### src/rtl/cpu_selftest_seq.sv
// Self-test sequencer for CPU_Pipeline_Fixed: loads a program into imem with the core held
// in reset, runs the core for a set number of cycles, then stalls it and checks registers.
//
// state      | meaning
// -----------+-----------------------------------------------------------
// S_IDLE     | waiting for start, core held in reset
// S_LOAD     | writing program slot imem_addr into imem, core in reset
// S_RUN      | core running, down-counter tracks the remaining cycles
// S_CHK_ADDR | core stalled, dbg_reg_addr driven for check entry cidx
// S_CHK_CMP  | compare debug read data against the expected value
// S_DONE     | results valid and held until the next start
module cpu_selftest_seq #(
  parameter int XLEN       = 32,
  parameter int PROG_DEPTH = 8,
  parameter int NUM_CHECKS = 4,
  parameter int RADDR_W    = 5,
  parameter int RUN_W      = 16,
  localparam int PIDX_W    = (PROG_DEPTH > 1) ? $clog2(PROG_DEPTH) : 1,
  localparam int CIDX_W    = (NUM_CHECKS > 1) ? $clog2(NUM_CHECKS) : 1,
  localparam int FC_W      = $clog2(NUM_CHECKS + 1)
) (
  input  logic               clk,
  input  logic               reset,
  input  logic               start,
  input  logic               cfg_prog_we,
  input  logic [PIDX_W-1:0]  cfg_prog_idx,
  input  logic [XLEN-1:0]    cfg_prog_data,
  input  logic               cfg_chk_we,
  input  logic [CIDX_W-1:0]  cfg_chk_idx,
  input  logic [RADDR_W-1:0] cfg_chk_reg,
  input  logic [XLEN-1:0]    cfg_chk_val,
  input  logic [RUN_W-1:0]   run_cycles,
  output logic               imem_we,
  output logic [PIDX_W-1:0]  imem_addr,
  output logic [XLEN-1:0]    imem_wdata,
  output logic               cpu_reset,
  output logic               cpu_stall,
  output logic [RADDR_W-1:0] dbg_reg_addr,
  input  logic [XLEN-1:0]    dbg_reg_data,
  output logic               busy,
  output logic               done,
  output logic               pass,
  output logic [FC_W-1:0]    fail_count,
  output logic [CIDX_W-1:0]  first_fail_idx,
  output logic [XLEN-1:0]    first_fail_val
);

  localparam logic [XLEN-1:0] NOP = XLEN'(32'h0000_0013);

  typedef enum logic [2:0] {
    S_IDLE, S_LOAD, S_RUN, S_CHK_ADDR, S_CHK_CMP, S_DONE
  } state_t;

  state_t             state_q;
  logic [XLEN-1:0]    slot_q      [PROG_DEPTH];
  logic [NUM_CHECKS-1:0] chk_valid_q;
  logic [RADDR_W-1:0] chk_reg_q   [NUM_CHECKS];
  logic [XLEN-1:0]    chk_val_q   [NUM_CHECKS];
  logic [CIDX_W-1:0]  cidx_q;
  logic [RUN_W-1:0]   run_len_q;
  logic [RUN_W-1:0]   run_cnt_q;
  logic               imem_we_q, cpu_reset_q, cpu_stall_q, busy_q, done_q, pass_q;
  logic [PIDX_W-1:0]  imem_addr_q;
  logic [XLEN-1:0]    imem_wdata_q, first_fail_val_q;
  logic [RADDR_W-1:0] dbg_reg_addr_q;
  logic [FC_W-1:0]    fail_count_q;
  logic [CIDX_W-1:0]  first_fail_idx_q;

  logic [XLEN-1:0]    exp_val;
  logic               mismatch, last_chk;
  logic [FC_W-1:0]    fail_count_d;
  logic [CIDX_W-1:0]  cidx_d;
  logic [PIDX_W-1:0]  pidx_d;
  logic [RUN_W-1:0]   run_len_m1;

  always_comb begin
    // x0 is hardwired to zero in the core, so its expectation is too
    exp_val      = (chk_reg_q[cidx_q] == '0) ? '0 : chk_val_q[cidx_q];
    mismatch     = (state_q == S_CHK_CMP) && (dbg_reg_data != exp_val);
    fail_count_d = fail_count_q;
    if (mismatch && (fail_count_q != FC_W'(NUM_CHECKS)))
      fail_count_d = fail_count_q + 1'b1;
    last_chk   = (cidx_q == CIDX_W'(NUM_CHECKS - 1));
    cidx_d     = cidx_q + 1'b1;
    pidx_d     = imem_addr_q + 1'b1;
    run_len_m1 = (run_len_q == '0) ? '0 : run_len_q - 1'b1;
  end

  always_ff @(posedge clk or negedge reset) begin
    if (!reset) begin
      state_q          <= S_IDLE;
      for (int i = 0; i < PROG_DEPTH; i++) slot_q[i] <= NOP;
      for (int i = 0; i < NUM_CHECKS; i++) begin
        chk_reg_q[i] <= '0;
        chk_val_q[i] <= '0;
      end
      chk_valid_q      <= '0;
      cidx_q           <= '0;
      run_len_q        <= '0;
      run_cnt_q        <= '0;
      imem_we_q        <= 1'b0;
      imem_addr_q      <= '0;
      imem_wdata_q     <= '0;
      cpu_reset_q      <= 1'b1;
      cpu_stall_q      <= 1'b0;
      dbg_reg_addr_q   <= '0;
      busy_q           <= 1'b0;
      done_q           <= 1'b0;
      pass_q           <= 1'b0;
      fail_count_q     <= '0;
      first_fail_idx_q <= '0;
      first_fail_val_q <= '0;
    end else begin
      if (!busy_q) begin
        if (cfg_prog_we) slot_q[cfg_prog_idx] <= cfg_prog_data;
        if (cfg_chk_we) begin
          chk_valid_q[cfg_chk_idx] <= 1'b1;
          chk_reg_q[cfg_chk_idx]   <= cfg_chk_reg;
          chk_val_q[cfg_chk_idx]   <= cfg_chk_val;
        end
      end

      case (state_q)
        S_IDLE, S_DONE: begin
          if (start) begin
            run_len_q        <= run_cycles;
            done_q           <= 1'b0;
            pass_q           <= 1'b0;
            fail_count_q     <= '0;
            first_fail_idx_q <= '0;
            first_fail_val_q <= '0;
            busy_q           <= 1'b1;
            cpu_reset_q      <= 1'b1;
            cpu_stall_q      <= 1'b0;
            imem_we_q        <= 1'b1;
            imem_addr_q      <= '0;
            imem_wdata_q     <= slot_q[0];
            state_q          <= S_LOAD;
          end
        end
        S_LOAD: begin
          if (imem_addr_q == PIDX_W'(PROG_DEPTH - 1)) begin
            imem_we_q    <= 1'b0;
            imem_addr_q  <= '0;
            imem_wdata_q <= '0;
            cpu_reset_q  <= 1'b0;
            run_cnt_q    <= run_len_m1;
            state_q      <= S_RUN;
          end else begin
            imem_addr_q  <= pidx_d;
            imem_wdata_q <= slot_q[pidx_d];
          end
        end
        S_RUN: begin
          if (run_cnt_q == '0) begin
            cpu_stall_q    <= 1'b1;
            cidx_q         <= '0;
            dbg_reg_addr_q <= chk_reg_q[0];
            state_q        <= S_CHK_ADDR;
          end else begin
            run_cnt_q <= run_cnt_q - 1'b1;
          end
        end
        S_CHK_ADDR, S_CHK_CMP: begin
          fail_count_q <= fail_count_d;
          if (mismatch && (fail_count_q == '0)) begin
            first_fail_idx_q <= cidx_q;
            first_fail_val_q <= dbg_reg_data;
          end
          if ((state_q == S_CHK_ADDR) && chk_valid_q[cidx_q]) begin
            state_q <= S_CHK_CMP;
          end else if (last_chk) begin
            busy_q  <= 1'b0;
            done_q  <= 1'b1;
            pass_q  <= (fail_count_d == '0) && (|chk_valid_q);
            state_q <= S_DONE;
          end else begin
            cidx_q         <= cidx_d;
            dbg_reg_addr_q <= chk_reg_q[cidx_d];
            state_q        <= S_CHK_ADDR;
          end
        end
        default: state_q <= S_IDLE;
      endcase
    end
  end

  assign imem_we        = imem_we_q;
  assign imem_addr      = imem_addr_q;
  assign imem_wdata     = imem_wdata_q;
  assign cpu_reset      = cpu_reset_q;
  assign cpu_stall      = cpu_stall_q;
  assign dbg_reg_addr   = dbg_reg_addr_q;
  assign busy           = busy_q;
  assign done           = done_q;
  assign pass           = pass_q;
  assign fail_count     = fail_count_q;
  assign first_fail_idx = first_fail_idx_q;
  assign first_fail_val = first_fail_val_q;

endmodule

### config.mk
export PLATFORM = sky130hd
export DESIGN_NAME = cpu_selftest_seq
export DESIGN_NICKNAME = d
export VERILOG_FILES = /design/src/rtl/cpu_selftest_seq.sv
export SDC_FILE = /design/constraint.sdc
export NUM_CORES = 1
export LEC_CHECK = 0
export CELL_PAD_IN_SITES_DETAIL_PLACEMENT = 1
export CELL_PAD_IN_SITES_GLOBAL_PLACEMENT = 2
export CORE_ASPECT_RATIO = 0.5
export CORE_MARGIN = 1.5
export CORE_UTILIZATION = 37
export DETAILED_ROUTE_END_ITERATION = 12
export PLACE_DENSITY = 0.86
export SYNTH_ARGS = -nofsm -noshare
export SYNTH_HDL_FRONTEND = slang
export SYNTH_SLANG_ARGS = --single-unit
### constraint.sdc
create_clock -name clk -period 3.4 [get_ports clk]
set_input_delay 0.51 -clock clk [delete_from_list [all_inputs] [get_ports clk]]
set_output_delay 0.51 -clock clk [all_outputs]
set_load 0.01 [all_outputs]
Word-level counts from Yosys, hierarchy flattened
Index checks and enable logic that the tools add are counted.
{"block": "word_totals", "regBits": 528, "inputBits": 127, "output_inout_bits": 83, "wordCells": 179}
{"block": "classes", "n_addsub": 5, "order_cmp": 10, "eq_ne": 17, "muxes": 73, "n_bitwise": 7, "reduce_logical": 34}
{"cell": "two-way mux 32 bit", "n": 11}
{"cell": "bitwise mux 256 bit", "n": 1}
{"cell": "bitwise mux 128 bit", "n": 1}
{"cell": "one-hot mux 32 bit (2 select lines)", "n": 2}
{"cell": "binary-select mux 32 bit (select 3 bit)", "n": 1}
{"cell": "demux 32 bit (select 3 bit)", "n": 1}
{"cell": "binary-select mux 32 bit (select 2 bit)", "n": 1}
{"cell": "demux 32 bit (select 2 bit)", "n": 1}
{"cell": "two-way mux 16 bit", "n": 3}
{"cell": "two-way mux 5 bit", "n": 8}
{"cell": "logical NOT 16 bit", "n": 2}
{"cell": "inequality test 32 bit", "n": 1}
{"cell": "one-hot mux 16 bit (2 select lines)", "n": 1}
{"cell": "subtractor 16 x 1 -> 16 bit, second input constant", "n": 2}
{"cell": "two-way mux 3 bit", "n": 8}
{"cell": "binary-select mux 5 bit (select 2 bit)", "n": 2}
{"cell": "bitwise mux 20 bit", "n": 1}
{"cell": "inequality test 2 bit, second input constant", "n": 8}
{"cell": "AND reduction 3 bit", "n": 5}
{"cell": "two-way mux 1 bit", "n": 12}
{"cell": "one-hot mux 3 bit (2 select lines)", "n": 2}
{"cell": "one-hot mux 3 bit (4 select lines)", "n": 1}
{"cell": "demux 5 bit (select 2 bit)", "n": 1}
{"cell": "two-way mux 2 bit", "n": 5}
{"cell": "other kinds (30)", "n": 65}

Logic depth before layout (Yosys ltp)
Gate-level depths: netlist (run 1).
{"block": "depth", "depth_word": 15, "ltp_mapped": 13, "depth_no_buf": 10}

Worst setup path after synthesis (run 1)
No wires, ideal clock.
{"block": "synth_path", "path_kind": "flip-flop to flip-flop", "startpoint": "register cidx_q[0]", "endpoint": "register first_fail_val_q[16], in the netlist first_fail_val[16]", "t_arrival_ns": 3.076, "required_ns": 3.317, "path_slack_ns": 0.242, "path_stages_with_launch": 14, "n_path_buf": 5, "synth_period_minus_slack_ns": 3.158, "path_cell_list": "dfrtp_1 > buf_2 > buf_4 > buf_4 > mux4_2 > nor4b_1 > o21ai_0 > a22oi_1 > nand4_1 > o2111ai_4 > buf_6 > buf_6 > nand3_1 > o21ai_0"}
{"block": "synth_via", "elab_chain_len": 11, "word_cells_on_any_way": 14, "cone_classes": "eq/ne: 2; mux: 7; bitwise: 1; reduce/logical: 4"}
{"element": "start, declared", "line_no": "59", "text": "logic [CIDX_W-1:0] cidx_q;"}
{"element": "start signal, assigned", "line_no": "178", "text": "cidx_q <= cidx_d;"}
{"element": "NOT 2 -> 3 bit (implied by the code) (*)", "line_no": "78", "text": "exp_val = (chk_reg_q[cidx_q] == '0) ? '0 : chk_val_q[cidx_q];"}
{"element": "binary-select mux 5 bit (select 2 bit)", "line_no": "78"}
{"element": "two-way mux 5 bit (implied by the code) (2 in series)", "line_no": "78"}
{"element": "logical NOT 5 bit", "line_no": "78"}
{"element": "two-way mux 32 bit (*)", "line_no": "78"}
{"element": "inequality test 32 bit (*)", "line_no": "79", "text": "mismatch = (state_q == S_CHK_CMP) && (dbg_reg_data != exp_val);"}
{"element": "logical AND 1 bit (*)", "line_no": "79"}
{"element": "logical AND 1 bit (*)", "line_no": "166", "text": "if (mismatch && (fail_count_q == '0)) begin"}
{"element": "inequality test 2 bit (no source line) (*)"}
{"element": "AND reduction 3 bit (no source line) (*)"}
{"element": "end signal, assigned", "line_no": "168", "text": "first_fail_val_q <= dbg_reg_data;"}
{"element": "end, declared", "line_no": "64", "text": "logic [XLEN-1:0] imem_wdata_q, first_fail_val_q;"}
Mark *: on every way between the ends. The rest lies on a longest branch, timed or not. The select of a mux whose other input is x is not followed.
A chain may end at the register's enable or synchronous reset.

Final worst setup path (run 1)
{"block": "layout_path", "startpoint": "register chk_reg_q[2] (netlist name)", "endpoint": "register first_fail_val_q[1], in the netlist first_fail_val[1]"}
{"block": "layout_via", "elab_chain_len": 10}
{"element": "start, declared", "line_no": "57", "text": "logic [RADDR_W-1:0] chk_reg_q [NUM_CHECKS];"}
{"element": "start signal, assigned by index", "line_no": "118", "text": "chk_reg_q[cfg_chk_idx] <= cfg_chk_reg;"}
{"element": "binary-select mux 5 bit (select 2 bit)", "line_no": "78"}
{"element": "two-way mux 5 bit (implied by the code) (2 in series)", "line_no": "78"}
{"element": "logical NOT 5 bit", "line_no": "78"}
{"element": "two-way mux 32 bit", "line_no": "78"}
{"element": "inequality test 32 bit", "line_no": "79"}
{"element": "logical AND 1 bit", "line_no": "79"}
{"element": "logical AND 1 bit", "line_no": "166"}
{"element": "inequality test 2 bit (no source line)"}
{"element": "AND reduction 3 bit (no source line)"}
No other way between the ends. The select of a mux whose other input is x is not followed.

==> results of run 1 <==
## repair_timing
action,CTS,global route
buffers inserted,0,5
endpoints found under the setup margin,0,36
endpoints found under the hold margin,45,0
hold buffers,1,0
resized for setup,0,11
## routing by layer
metal | part of all wire | vias up | wire length (µm) | GRT usage
met5 | 0 | - | 0 | 0
met4 | 0.017 | 0 | 1090 | 0.0407
met3 | 0.026 | 75 | 1720 | 0.0234
met2 | 0.52 | 189 | 34000 | 0.352
met1 | 0.44 | 8393 | 28400 | 0.253
li1 | - | 6932 | - | -
## stage by stage
stage	total power [W]	hold slack [ns]	cells	utilization	setup TNS [ns]
floorplan	0.0193	0.214	1748	-	0
global placement	0.0230	0.470	2801	0.430	0
detailed placement	0.0236	0.474	2801	0.430	0
CTS	0.0294	0.478	2893	0.455	0
global route	0.0310	0.490	2902	0.457	-1.47
finish	0.0292	0.486	2902	0.457	-0.00140
## state kept, by name (all words and copies together), names as in the netlist, 3 cells and up
signal / flops
slot_q: 256
chk_val_q: 128
first_fail_val: 32
imem_wdata: 32
chk_reg_q: 20
run_cnt_q: 16
run_len_q: 16
dbg_reg_addr: 5
chk_valid_q: 4
fail_count: 3
imem_addr: 3
state_q: 3
## layout make-up
class / count / area (µm²) / share of cell area
Antenna cell: 1 / 2.50 / 0.0000843
Clock buffer: 82 / 1500 / 0.0506
Clock inverter: 9 / 114 / 0.00383
Inverter: 47 / 176 / 0.00594
Multi-Input combinational cell: 1066 / 10500 / 0.355
Sequential cell: 528 / 13300 / 0.446
Tap cell: 884 / 1110 / 0.0372
Timing Repair Buffer: 285 / 3000 / 0.101
## worst paths after layout
path	from	endpoint	slack [ns]	cells after the start
max	chk_reg_q[2]	first_fail_val[1]	-0.001	13
min	cpu_stall	cpu_stall	0.49	1
max reg2reg	chk_reg_q[2]	first_fail_val[1]	-0.001	13
min reg2reg	cpu_stall	cpu_stall	0.49	1
max in group asynchronous	reset	first_fail_val[2]	1.73	3
min in group asynchronous	reset	slot_q[243]	0.53	2
## Yosys cell counts, types with 19 or more instances
library cell    n  area, µm²
a21oi_1        22        110
buf_1          28        105
clkbuf_1       69        259
dfrtp_1       503      12600
dfstp_2        25        657
inv_1          47        176
mux2_2        420       4730
mux2i_1        72        721
mux4_2         97       2180
nand2_1        47        176
nand3_1        39        195
nor2_1         69        259
nor4b_1        19        166
o21ai_0        75        375
o22ai_1        52        325
xnor2_1        25        219
## cell families (layout without fill, tap and decap cells)
logic type / count (synthesis) / in the layout / synth area share
AO/OA/AOI/OAI: 208 / 208 / 0.0538
XOR/XNOR: 28 / 28 / 0.0101
adder cells (fa/ha/maj): 7 / 7 / 0.00360
buffers and inverters: 154 / 423 / 0.0255
flip-flops: 528 / 528 / 0.544
multiplexers: 589 / 589 / 0.314
other: 0 / 1 / 0
AND/OR/NAND/NOR: 234 / 234 / 0.0491
## power by group through the flow
stage                     registers [W]  logic, W  clock network (W)
final                            0.0113    0.0122            0.00563
after global routing             0.0118    0.0132            0.00601
after CTS                        0.0114    0.0122            0.00575
after detailed placement         0.0115    0.0122                  0
after global placement           0.0112    0.0118                  0
after floorplan                  0.0109   0.00842                  0
==> metrics, run 1 <==
crit-path cells or4_1 -> or3_4 -> a31oi_4 -> buf_4 -> clkbuf_16 -> o211a_1 -> o22ai_1 -> or4_4 -> o2111ai_4 -> buf_12 -> buf_12 -> nand3_1 -> o21ai_0; post-place setup slack around 0.035 ns; CP max FO 17; Worst-Margin Slew 0.922 ns; area delta synth->final 22.0%; register area share after synthesis 0.544; switching pwr 0.00980 W; port bufs ~210; Setup crit start kind register; Peak VDD IR 0.000446 V; vias in the first global route 17400; initial antenna violation count 1; Max Freq around 290 MHz; post-route ant nets 0; Critical Path Max Stage Delay 0.53 ns; Setup Viol. Count Final 1; pin count of the biggest net entering global routing 84; core footprint around 65000 µm²; Synth Cell Area roughly 24000 µm²; vias about 16000; clk slew on worst S/H paths 0.07 ns; Hold Vio Cnt, Final 0; RSZ-0062 raised after global routing yes; Ports between 200 and 250; slowest CP cell or4_1; first-pass GRT wire length a little over 100 mm; worst skew pair latency 0.61 ns; CP Capture Type register; Min-Delay Path Class register to register; Longest Clk Path Bufs 3; CTS Buf Count 51; max_cap viols 0; hpwl dp approximately 42 mm; most frequent CP cell buf_12; Sw Ratio 0.336; wire per inst 22.5 µm; Clk pwr share 0.193; Nets approximately 2100; die height ~180 µm; worst path buffer plus inverter count 4; violated checks negative setup slack; Unique masters post-synth 56; number of flops mapped to enable cells by yosys 0; Cells after Synth approximately 1700; Via density 5.37; asr flop ratio synth 1.00; fin. max-slew vios 0; Detailed Route WL 65.2 mm; DRT Pass-1 Iters 5; WP data arrival 3.89 ns; Most used DFF post-synth dfrtp_1; Die X 366 µm; internal power 0.0194 W; cell family with most CP delay simple AND/OR/NAND/NOR gates; CP required 3.89 ns; sequential share of power 0.389; Yosys warnings 0; post-route cell area 29700 µm²; Power Dens Cells 982 nW/µm²; DP Area around 28000 µm²; Final Cycle Share 1.00; row count 66; H-tree lvl count 2; Leak 12.4 nW; gr usage total 0.195; die area 67400 µm²; most frequent cells in the layout dfrtp_1 (500), mux2_2 (420), clkdlybuf4s50_1 (208), mux4_2 (97), mux2i_1 (72); share of cells above drive strength 1 0.353; CTS sink count 528; Initial Util 0.374; crit path kind register to register; worst clock skew 0.0247 ns; Syn Nets about 1900; # DRC 0; post-route minimum period 3.40 ns; register bit count reported by yosys between 500 and 600; Max-slew headroom 0.386; Post-Syn Area per Cell 13.9 µm²; most common library cell in the layout ignoring fill and taps dfrtp_1; status finished with violations; grt ovf 0; clock tree from TritonCTS done; Gate power share 0.418; Starting DRT DRC Count 757; filler cell count 6571; Placer Congestion 0.784; final worst setup slack -0.00140 ns; Root Buffer Master clkbuf_16
Power figures use the tool's default switching activity.
==> inputs of run 2 (changes only) <==
--- a/config.mk
+++ b/config.mk
@@ -7,7 +7,7 @@
 export LEC_CHECK = 0
 export CELL_PAD_IN_SITES_DETAIL_PLACEMENT = 1
 export CELL_PAD_IN_SITES_GLOBAL_PLACEMENT = 2
-export CORE_ASPECT_RATIO = 0.5
+export CORE_ASPECT_RATIO = 1.1
 export CORE_MARGIN = 1.5
 export CORE_UTILIZATION = 37
 export DETAILED_ROUTE_END_ITERATION = 12
==> constraint.sdc (replaced) <==
create_clock -name clk -period 2.9 [get_ports clk]
set_input_delay 0.435 -clock clk [delete_from_list [all_inputs] [get_ports clk]]
set_output_delay 0.435 -clock clk [all_outputs]
set_load 0.01 [all_outputs]
==> run 2 against run 1 <==
Compared with the run above: the run still ends with negative setup slack left; fmax about the same; wire length increased by 8.0%; final area rose by 2.7%; largest cell class unchanged.
==> metrics, run 2 (synthesis results as in run 1) <==
Starting DRT DRC Count 750; Leak 12.8 nW; grt ovf 0; Clk pwr share 0.205; Ports 210; hpwl dp around 45 mm; wire per inst approximately 24 µm; Max-slew headroom 0.479; die area 67300 µm²; switching pwr 0.0123 W; Gate power share 0.422; DRT Pass-1 Iters 4; worst skew pair latency 0.64 ns; Longest Clk Path Bufs 3; Setup crit start kind register; # DRC 0; gr usage total 0.211; Placer Congestion 0.817; final worst setup slack -0.502 ns; WP data arrival 3.96 ns; Initial Util 0.374; area delta synth->final 25.3%; worst clock skew 0.0544 ns; RSZ-0062 raised after global routing yes; hold slack final 0.356 ns; CP required 3.46 ns; crit-path cells or4_1 -> or3_4 -> a31oi_4 -> buf_12 -> o211a_1 -> o22ai_1 -> or4_4 -> o2111ai_4 -> buf_12 -> buf_12 -> nand3_1 -> o21ai_1; max_cap viols 0; worst r2r dst first_fail_val[26]; CTS Buf Count 57; max reg flops 256; cell family with most CP delay simple AND/OR/NAND/NOR gates; r2r setup slk -0.50 ns; Min-Delay Path Class input port to asynchronous set/reset pin; row count 98; Hold Vio Cnt, Final 0; most frequent cells in the layout dfrtp_1 (500), mux2_2 (420), clkdlybuf4s50_1 (208), mux4_2 (97), buf_4 (88); port bufs about 210; H-tree lvl count 2; Via density 5.49; clock tree from TritonCTS done; filler cell count 6510; fin. max-slew vios 0; Nets 2167; die height 272 µm; pin count of the biggest net entering global routing 84; DP Area between 20000 and 30000 µm²; CP max FO 17; Power Dens Cells ~1200 nW/µm²; vias 16100; core footprint 65000 µm²; Top reg by flops slot_q; violated checks negative setup slack; vias in the first global route ~18000; Detailed Route WL 70.4 mm; crit path kind register to register; most common library cell in the layout ignoring fill and taps dfrtp_1; post-route cell area approximately 30000 µm²; sequential share of power 0.373; most frequent CP cell buf_12; slowest CP cell or4_4; Sw Ratio 0.341; CTS sink count 528; initial antenna violation count 8; cells on worst reg2reg path 12; status finished with violations; Critical Path Max Stage Delay roughly 0.61 ns; Die X 248 µm; worst path buffer plus inverter count 3; Setup Viol. Count Final 38; biggest regs slot_q: 256 flops, chk_val_q: 128 flops; Root Buffer Master clkbuf_16; internal power 0.0238 W; Max Freq 294 MHz; Final Cycle Share 1.17; share of cells above drive strength 1 0.381; reg2reg start chk_reg_q[1]; post-route minimum period 3.40 ns; Worst-Margin Slew 0.781 ns; Peak VDD IR 0.000647 V; first-pass GRT wire length around 110 mm; post-route ant nets 0; CP Capture Type register; clk slew on worst S/H paths 0.06 ns
run 2: changes by cell type in the layout (fill, tap and decap cells not counted), moves of 4 or more:
| cell | delta |
|---|---|
| buf_12 | +12 |
| buf_4 | +38 |
| clkbuf_1 | -9 |
| clkbuf_16 | +5 |
| clkbuf_8 | +7 |
| clkinv_2 | +6 |
| diode_2 | +4 |
| o21ai_0 | -27 |
| o21ai_1 | +24 |
run 2: power groups by stage:
stage	Combinational, W	Sequential, W	Clock (W)
CTS	0.0152	0.0134	0.00758
finish	0.0152	0.0135	0.00739
detailed placement	0.0150	0.0135	0
global placement	0.0144	0.0131	0
floorplan	0.00988	0.0128	0
global route	0.0164	0.0139	0.00786
run 2: metrics by stage:
stage | instances | utilization | TNS (ns) | power [W] | setup WS, ns
after floorplan | 1748 | - | -4.37 | 0.0227 | -0.147
after global placement | 2812 | 0.436 | -11.23 | 0.0275 | -0.329
after detailed placement | 2812 | 0.436 | -14.56 | 0.0285 | -0.468
after CTS | 2921 | 0.467 | -14.78 | 0.0362 | -0.439
after global routing | 2934 | 0.469 | -20.18 | 0.0382 | -0.600
final | 2934 | 0.469 | -16.76 | 0.0361 | -0.502
run 2: timing repair:
item | in CTS | in global routing
buffers inserted | 2 | 6
hold buffers | 1 | 0
pin swaps | 2 | 3
gates resized for setup | 14 | 29
hold endpoints to repair | 35 | 0
gates cloned | 1 | 3
endpoints found under the setup margin | 38 | 40
run 2: worst max path at each step:
stage,start,end,slack (ns),cells after the start
final,chk_reg_q[1],first_fail_val[26],-0.50,12
after floorplan,chk_reg_q[2],first_fail_val[16],-0.15,12
after global placement,chk_reg_q[2],first_fail_val[29],-0.33,11
after CTS,chk_reg_q[1],first_fail_val[26],-0.44,11
after global routing,chk_reg_q[1],first_fail_val[26],-0.60,14
after detailed placement,chk_reg_q[2],first_fail_val[15],-0.47,11
run 2: worst register-to-register path: cells and delay by family (launching register included):
family	cells	cell delay [ns]
and+or+nand+nor	4	1.61
buffers and inverters	3	0.49
AOI/OAI and AO/OA	5	0.84
DFF	1	0.38
run 2: layer usage:
metal | vias up | part of all wire | GRT usage
met5 | - | 0.00038 | 0
met4 | 4 | 0.025 | 0.0627
met3 | 116 | 0.032 | 0.0300
met2 | 249 | 0.52 | 0.367
met1 | 8674 | 0.42 | 0.272
li1 | 7077 | - | -
run 2: area by class of cell:
cell class                 instances  area (µm²)  area share
antenna                            5        12.5    0.000410
clock buffer                      85        1690      0.0555
clock inverter                    20         226     0.00743
inverter                          47         176     0.00578
multi-input combinational       1066       10600       0.347
sequential                       528       13300       0.434
tap                              850        1060      0.0349
timing repair buffer             333        3480       0.114
